### config.mk
export PLATFORM = sky130hd
export DESIGN_NAME = signed_accum_seq
export DESIGN_NICKNAME = d
export VERILOG_FILES = /design/src/rtl/signed_accum_seq_pkg.sv /design/src/rtl/signed_sat_add.sv /design/src/rtl/signed_accum_seq.sv
export SDC_FILE = /design/constraint.sdc
export NUM_CORES = 1
export LEC_CHECK = 0
export ABC_AREA = 0
export BUFFER_PORTS_ARGS = -buffer_cell sky130_fd_sc_hd__buf_2
export CAP_MARGIN = 10
export CORE_AREA = 2 2 115 117
export DETAILED_ROUTE_END_ITERATION = 12
export DIE_AREA = 0 0 117 119
export GPL_ROUTABILITY_DRIVEN = 0
export GPL_TIMING_DRIVEN = 0
export PLACE_DENSITY_LB_ADDON = 0.25
export SLEW_MARGIN = 25
export SYNTH_ARGS = -nofsm -noshare
export SYNTH_HDL_FRONTEND = slang
export SYNTH_SLANG_ARGS = --single-unit
### constraint.sdc
create_clock -name clk -period 6.6 [get_ports clk]
set_input_delay 0 -clock clk [delete_from_list [all_inputs] [get_ports clk]]
set_output_delay 0 -clock clk [all_outputs]
set_load 0.005 [all_outputs]
### src/rtl/signed_accum_seq_pkg.sv
// Shared types and constants for the signed accumulator and its saturating adder.
package signed_accum_seq_pkg;

  localparam int ACC_W = 32;

  // Saturation limits for the default accumulator width.
  localparam logic [ACC_W-1:0] SMAX = {1'b0, {(ACC_W-1){1'b1}}};
  localparam logic [ACC_W-1:0] SMIN = {1'b1, {(ACC_W-1){1'b0}}};

  typedef enum logic [1:0] {
    ST_IDLE  = 2'd0,
    ST_ACCUM = 2'd1,
    ST_DONE  = 2'd2
  } state_t;

endpackage

### src/rtl/signed_sat_add.sv
// Combinational two's-complement adder with signed overflow detection and saturation.
module signed_sat_add
  import signed_accum_seq_pkg::*;
#(
  parameter int WIDTH = ACC_W
) (
  input  logic [WIDTH-1:0] a,
  input  logic [WIDTH-1:0] b,
  output logic [WIDTH-1:0] sum,
  output logic             ovf
);

  localparam logic [WIDTH-1:0] SAT_MAX = {1'b0, {(WIDTH-1){1'b1}}};
  localparam logic [WIDTH-1:0] SAT_MIN = {1'b1, {(WIDTH-1){1'b0}}};

  logic [WIDTH-1:0] raw;

  assign raw = a + b;

  // Overflow only when both operands share a sign and the result's sign differs.
  assign ovf = (a[WIDTH-1] == b[WIDTH-1]) && (raw[WIDTH-1] != a[WIDTH-1]);

  assign sum = ovf ? (a[WIDTH-1] ? SAT_MIN : SAT_MAX) : raw;

endmodule

### src/rtl/signed_accum_seq.sv
// Job-based saturating signed accumulator with valid/ready input and output handshakes.
module signed_accum_seq
  import signed_accum_seq_pkg::*;
#(
  parameter int WIDTH = ACC_W,
  parameter int CNT_W = 8
) (
  input  logic             clk,
  input  logic             rst_n,
  input  logic             start,
  input  logic [CNT_W-1:0] len,
  input  logic             in_valid,
  output logic             in_ready,
  input  logic [WIDTH-1:0] in_data,
  output logic             out_valid,
  input  logic             out_ready,
  output logic [WIDTH-1:0] out_sum,
  output logic             out_ovf,
  output logic             busy
);

  state_t           state_reg, state_next;
  logic [WIDTH-1:0] acc_reg, acc_next;
  logic             ovf_reg, ovf_next;
  logic [CNT_W-1:0] remaining_reg, remaining_next;

  logic [WIDTH-1:0] add_sum;
  logic             add_ovf;

  signed_sat_add #(
    .WIDTH(WIDTH)
  ) u_sat_add (
    .a  (acc_reg),
    .b  (in_data),
    .sum(add_sum),
    .ovf(add_ovf)
  );

  always_ff @(posedge clk or negedge rst_n) begin
    if (!rst_n) begin
      state_reg     <= ST_IDLE;
      acc_reg       <= '0;
      ovf_reg       <= 1'b0;
      remaining_reg <= '0;
    end else begin
      state_reg     <= state_next;
      acc_reg       <= acc_next;
      ovf_reg       <= ovf_next;
      remaining_reg <= remaining_next;
    end
  end

  always_comb begin
    state_next     = state_reg;
    acc_next       = acc_reg;
    ovf_next       = ovf_reg;
    remaining_next = remaining_reg;
    in_ready       = 1'b0;
    out_valid      = 1'b0;

    case (state_reg)
      ST_IDLE: begin
        if (start) begin
          acc_next = '0;
          ovf_next = 1'b0;
          if (len != '0) begin
            remaining_next = len;
            state_next     = ST_ACCUM;
          end else begin
            state_next = ST_DONE;
          end
        end
      end

      ST_ACCUM: begin
        in_ready = 1'b1;
        if (in_valid) begin
          acc_next       = add_sum;
          ovf_next       = ovf_reg | add_ovf;
          remaining_next = remaining_reg - 1'b1;
          // Counting down to one (not zero) lets a full-length job finish without wrap.
          if (remaining_reg == CNT_W'(1)) begin
            state_next = ST_DONE;
          end
        end
      end

      ST_DONE: begin
        out_valid = 1'b1;
        if (out_ready) begin
          state_next = ST_IDLE;
        end
      end

      default: begin
        state_next = ST_IDLE;
      end
    endcase
  end

  assign out_sum = acc_reg;
  assign out_ovf = ovf_reg;
  assign busy    = (state_reg != ST_IDLE);

endmodule

==> results.sh, run 1 <==
export IMPL_outcome="finished clean"
export IMPL_ys_flop_type="dfrtp_1"
export IMPL_critPathBufInv=0
export IMPL_p_clk_frac=0.135
export IMPL_route_detailed_drc=0
export IMPL_rows=42
export IMPL_worstMarginPinSlew_ns=0.6574
export IMPL_ant_nets=0
export IMPL_nets=635
export IMPL_final_period_utilization=0.4856
export IMPL_start_kind="flip-flop"
export IMPL_grt_pass1_vias=3536
export IMPL_drtIter0Drc=231
export IMPL_num_vias=3710
export IMPL_synth_common_cells="nand2_1 (53), nor2_1 (49), o21ai_0 (46), dfrtp_1 (43), a21oi_1 (42)"
export IMPL_p_int_w=0.0009934
export IMPL_p_comb_frac=0.622
export IMPL_required_ns=6.77
export IMPL_post_synth_num_cell_types=65
export IMPL_p_per_area_nw_per_um2=410.7
export IMPL_postCtsHoldBufs=4
export IMPL_dp_hpwl_um=8181
export IMPL_synth_area_um2=3756
export IMPL_die_area_um2=13920
export IMPL_cts_max_path_buffers=2
export IMPL_drv_cap=0
export IMPL_finalInstanceArea_um2=4559
export IMPL_syn_num_nets=544
export IMPL_grt_ovfl_total=0
export IMPL_setup_viol=0
export IMPL_fin_tns_setup_ns=0
export IMPL_syn_instance_count=465
export IMPL_avgSynthCellArea_um2=8.078
export IMPL_post_cts_setup_buffers=0
export IMPL_yosys_top_cells_area="dfrtp_1 (29%), ha_1 (11%), o21ai_0 (6.1%)"
export IMPL_post_route_min_period_ns=3.205
export IMPL_dpl_instance_area_um2=4379
export IMPL_coreArea_um2=12870
export IMPL_via_per_inst=5.054
export IMPL_clkSlewWorstSetupHoldPaths_ns=0.06
export IMPL_cts_resized=0
export IMPL_clock_sinks=43
export IMPL_htree_levels=2
export IMPL_hold_start="len[7]"
export IMPL_root_buffer="clkbuf_16"
export IMPL_hold_violations=0
export IMPL_crit_fanout=3
export IMPL_synth_mux_area_frac=0.01199
export IMPL_grt_setup_unrepaired="no"
export IMPL_max_vdd_ir_drop_v=0.0001435
export IMPL_layout_drive_gt1_share=0.2154
export IMPL_crit_chain="ha_1 > fa_1 > a211oi_1 > o211ai_1 > a211o_1 > o21ai_1 > a21oi_1 > o32ai_1 > nor3_1 > or3_1"
export IMPL_post_synth_top_count_cell="nand2_1"
export IMPL_cp_slowest_stage_delay_ns=0.44
export IMPL_grt_max_degree=44
export IMPL_synth_seq_area_share=0.2865
export IMPL_p_sw_frac=0.4695
export IMPL_cts_buffers=5
export IMPL_wl_per_cell_um=14.46
export IMPL_synthArstFlopShare=1.000
export IMPL_antenna_found_initial=1
export IMPL_maxSlewViolCount=0
export IMPL_crit_type="reg2reg"
export IMPL_initial_utilization=0.2917
export IMPL_synth_seq_cells=43
export IMPL_p_switching_w=0.0008791
export IMPL_largest_reg_flops=32
export IMPL_holdPathEnd="remaining_reg[7]"
export IMPL_yosysWarnings=0
export IMPL_hold_path_class="in2reg"
export IMPL_yosys_area_top_type="dfrtp_1"
export IMPL_synth_edf_count=0
export IMPL_cp_end_kind="flip-flop"
export IMPL_worst_r2r_setup_slack_ns=3.39
export IMPL_yosysTopAreaCellShare=0.2865
export IMPL_synth_xor_area_frac=0.05363
export IMPL_areaGrowthSynthToFinish_pct=21.39
export IMPL_synth_top_family_by_area="compound AO/OA/AOI/OAI gates"
export IMPL_wl_um=10610
export IMPL_synth_fa_ha_area_frac=0.1153
export IMPL_die_x_um=117
export IMPL_maxSlewHeadroom=0.5577
export IMPL_path_delay_family="compound AO/OA/AOI/OAI gates"
export IMPL_slowest_stage="fa_1"
export IMPL_holdPathStages=3
export IMPL_reg2reg_to="out_sum[30]"
export IMPL_pin_count=81
export IMPL_fin_worst_skew_ns=0.009468
export IMPL_synth_compound_area_frac=0.2858
export IMPL_max_freq_mhz=312.0
export IMPL_clk_insertion_delay_late_ns=0.30
export IMPL_ff2ff_path_depth=10
export IMPL_leakagePower_nw=2.248
export IMPL_crit_arrival_ns=3.38
export IMPL_worstReg2RegStart="out_sum[0]"
export IMPL_firstDrtPassIters=4
export IMPL_track_usage=0.1594
export IMPL_power_frac_seq=0.243
export IMPL_grt_pass1_wl_um=17460
export IMPL_cts_tree="built"
export IMPL_synth_simple_area_share=0.2019
export IMPL_worst_path_stages=10
export IMPL_fp_dieH_um=119
export IMPL_numPortBuffers=80
## cell usage in the layout, fill, tap and decap left out, drive strengths merged, types with 9 or more instances in the layout
cell type  count
nor2          49
nand2         53
o21ai         53
dfrtp         43
clkbuf        17
a21oi         44
a21o          22
ha            33
buf           91
nor3           9
inv           16
xnor2         15
## logic make-up after synthesis
family	after synthesis
fa+ha+maj	34
flops	43
mux	4
compound gates	166
buf+inv	37
xor+xnor	23
simple gates	158
## per-stage QoR
step	setup slack [ns]	total power [W]	util	hold WS (ns)	cells
finish	3.395	0.001872	0.3541	0.01766	734
global route	3.153	0.002066	0.3539	0.03529	733
CTS	3.379	0.001890	0.3539	0.006395	733
detailed placement	3.403	0.001626	0.3401	0.05909	721
global placement	3.423	0.001606	0.3399	0.1957	721
floorplan	3.846	0.001301	-	-0.2956	465
## worst max-delay path by stage
| stage | from | to | slack (ns) |
|---|---|---|---|
| floorplan | out_sum[24] | out_sum[30] | 3.85 |
| global placement | out_sum[0] | out_sum[30] | 3.42 |
| detailed placement | out_sum[0] | out_sum[30] | 3.40 |
| CTS | out_sum[0] | out_sum[30] | 3.38 |
| global route | out_sum[0] | out_sum[30] | 3.15 |
| finish | out_sum[0] | out_sum[30] | 3.39 |
## worst min-delay path: stages
cell and delay [ns]:
buf_2 0.09, a32oi_1 0.04, o21ai_0 0.14
## power groups by stage
stage	clock [W]	combinational [W]	sequential (W)
final	0.000253	0.00116	0.000455
after global routing	0.000272	0.00132	0.000473
after CTS	0.000261	0.00117	0.000456
after detailed placement	0	0.00117	0.000459
after global placement	0	0.00115	0.000455
after floorplan	0	0.000851	0.000450
## final cells by class
type / count / area, um^2
Buffer: 21 / 108.9
Inverter: 16 / 60.06
Fill cell: 1399 / 8315
Clock buffer: 7 / 132.6
Tap cell: 176 / 220.2
Timing Repair Buffer: 84 / 442.9
Antenna cell: 1 / 2.502
Sequential cell: 43 / 1076
Clock inverter: 1 / 5.005
Multi-Input combinational cell: 385 / 2511
## routing by layer
layer  vias up  GRT usage  share of wire
li1       1880          -              -
met1      1722     0.2116           0.47
met2        95     0.2486           0.46
met3        13    0.04580          0.058
met4         0    0.05074          0.013
met5         -          0              0
(Power assumes the default switching activity.)
==> inputs of run 2 (changes only) <==
clock period = 3.1 ns   (was 6.6 ns; I/O delays follow)
==> run 2 against run 1 <==
Compared with the run above:
- sequential share of layout area shrank 0.28 points
- setup slack lost 3.2 ns
- clock skew grew 0.00097 ns
- highest routed layer unchanged
- utilization grew 0.43 points
- via count grew 0.24%
- clock power grew 110%
- wire length grew 0.64%
- global-route usage is essentially flat
- sequential power grew 110%
==> results.sh, run 2 (synthesis gave the netlist of run 1 again) <==
export IMPL_outcome="finished clean"
export IMPL_mostFrequentLayoutCell="buf_2"
export IMPL_layout_drive_gt1_share=0.2286
export IMPL_p_clk_frac=0.133
export IMPL_p_int_w=0.002147
export IMPL_root_buffer="clkbuf_16"
export IMPL_cp_slowest_stage_delay_ns=0.39
export IMPL_maxSlewViolCount=0
export IMPL_p_comb_frac=0.627
export IMPL_grt_pass1_wl_um=17490
export IMPL_crit_type="reg2reg"
export IMPL_setup_viol=0
export IMPL_fin_worst_skew_ns=0.01044
export IMPL_path_delay_family="compound AO/OA/AOI/OAI gates"
export IMPL_worstMarginPinSlew_ns=0.6573
export IMPL_p_sw_frac=0.4684
export IMPL_final_period_utilization=0.9415
export IMPL_fp_dieH_um=119
export IMPL_rows=42
export IMPL_areaGrowthSynthToFinish_pct=22.85
export IMPL_power_total_w=0.004038
export IMPL_max_vdd_ir_drop_v=0.0003022
export IMPL_slowest_stage="dfrtp_1"
export IMPL_hold_violations=0
export IMPL_maxSlewHeadroom=0.5577
export IMPL_numPortBuffers=80
export IMPL_critPathBufInv=1
export IMPL_track_usage=0.1597
export IMPL_num_vias=3719
export IMPL_route_detailed_drc=0
export IMPL_leakagePower_nw=2.264
export IMPL_p_switching_w=0.001891
export IMPL_pin_count=81
export IMPL_max_freq_mhz=342.6
export IMPL_power_frac_seq=0.240
export IMPL_drtIter0Drc=209
export IMPL_final_cell_mix="buf_2 (86), nand2_1 (53), nor2_1 (49)"
export IMPL_cp_end_kind="flip-flop"
export IMPL_crit_fanout=10
export IMPL_grt_pass1_vias=3538
export IMPL_n_fill_cell=1398
export IMPL_initial_utilization=0.2917
export IMPL_p_per_area_nw_per_um2=875.2
export IMPL_wl_per_cell_um=14.49
export IMPL_post_route_min_period_ns=2.919
export IMPL_clkSlewWorstSetupHoldPaths_ns=0.06
export IMPL_dp_slack_ns=-0.09663
export IMPL_die_x_um=117
export IMPL_antenna_found_initial=1
export IMPL_multiInputGateArea_um2=2544
export IMPL_fin_tns_setup_ns=0
export IMPL_htree_levels=2
export IMPL_grt_ovfl_total=0
export IMPL_hold_path_class="in2reg"
export IMPL_start_kind="flip-flop"
export IMPL_drv_cap=0
export IMPL_grt_max_degree=44
export IMPL_final_util=0.3584
export IMPL_crit_arrival_ns=3.09
export IMPL_hold_slack_ns=0.01728
export IMPL_clk_insertion_delay_late_ns=0.30
export IMPL_largest_reg_flops=32
export IMPL_ff_latch_area_um2=1076
export IMPL_ant_nets=0
export IMPL_required_ns=3.27
export IMPL_cts_max_path_buffers=2
export IMPL_wl_um=10680
export IMPL_clock_sinks=43
export IMPL_cts_tree="built"
export IMPL_cts_buffers=5
export IMPL_firstDrtPassIters=4
export IMPL_dp_hpwl_um=8181
export IMPL_grt_setup_unrepaired="no"
export IMPL_via_per_inst=5.046
export IMPL_die_area_um2=13920
export IMPL_setup_ws_ns=0.1813
export IMPL_crit_chain="ha_1 > buf_6 > a21o_1 > a21o_1 > a2111oi_4 > nor3_2 > nor3_2 > mux2_4 > a22o_1 > or3_1"
export IMPL_coreArea_um2=12870
export IMPL_nets=638
## run 2: per-layer routing
metal  routed length, um  global-route usage
met2                4920              0.2504
met4                 144             0.04853
met1                4983              0.2123
met5                   0                   0
met3                 628             0.04529
## run 2: stage by stage
stage / instance area (um^2) / instances
floorplan: 3756 / 465
global placement: 4377 / 721
detailed placement: 4379 / 721
CTS: 4568 / 733
global route: 4612 / 736
finish: 4614 / 737
## run 2: final timing paths
kind,startpoint,endpoint,slack (ns),cells after the start
setup / recovery,out_sum[24],out_sum[30],0.18,10
hold / removal,len[7],remaining_reg[7],0.02,3
setup reg to reg,out_sum[24],out_sum[30],0.18,10
hold reg to reg,out_sum[16],out_sum[16],0.50,2
max in group asynchronous,rst_n,out_sum[28],2.44,2
min in group asynchronous,rst_n,out_sum[10],0.25,2
## run 2: what timing repair did
item / 4_1_cts / 5_1_grt
setup buffers: 0 / 3
hold buffers: 4 / 0
resized for setup: 2 / 5
setup endpoints to repair: 1 / 4
endpoints found under the hold margin: 47 / 0
pin swaps: 0 / 3
## run 2: layout make-up
class	count	share of cell area
clock buffers	7	0.02874
clock inverters	1	0.001085
multi-input cells	385	0.5512
inverters	16	0.01302
plain buffers	21	0.02359
flip-flops and latches	43	0.2332
diodes	1	0.0005423
repair buffers	87	0.1009
well taps	176	0.04772
## run 2: tightest hold or removal path, stage by stage
cell and delay, ns:
buf_2 0.09, a32oi_1 0.04, o21ai_0 0.14
## run 2: power by group through the flow
stage | Clock [W] | Sequential, W | Combinational, W
CTS | 0.000557 | 0.000971 | 0.00250
global placement | 0 | 0.000969 | 0.00245
floorplan | 0 | 0.000957 | 0.00181
finish | 0.000539 | 0.000969 | 0.00253
global route | 0.000580 | 0.00101 | 0.00287
detailed placement | 0 | 0.000978 | 0.00248
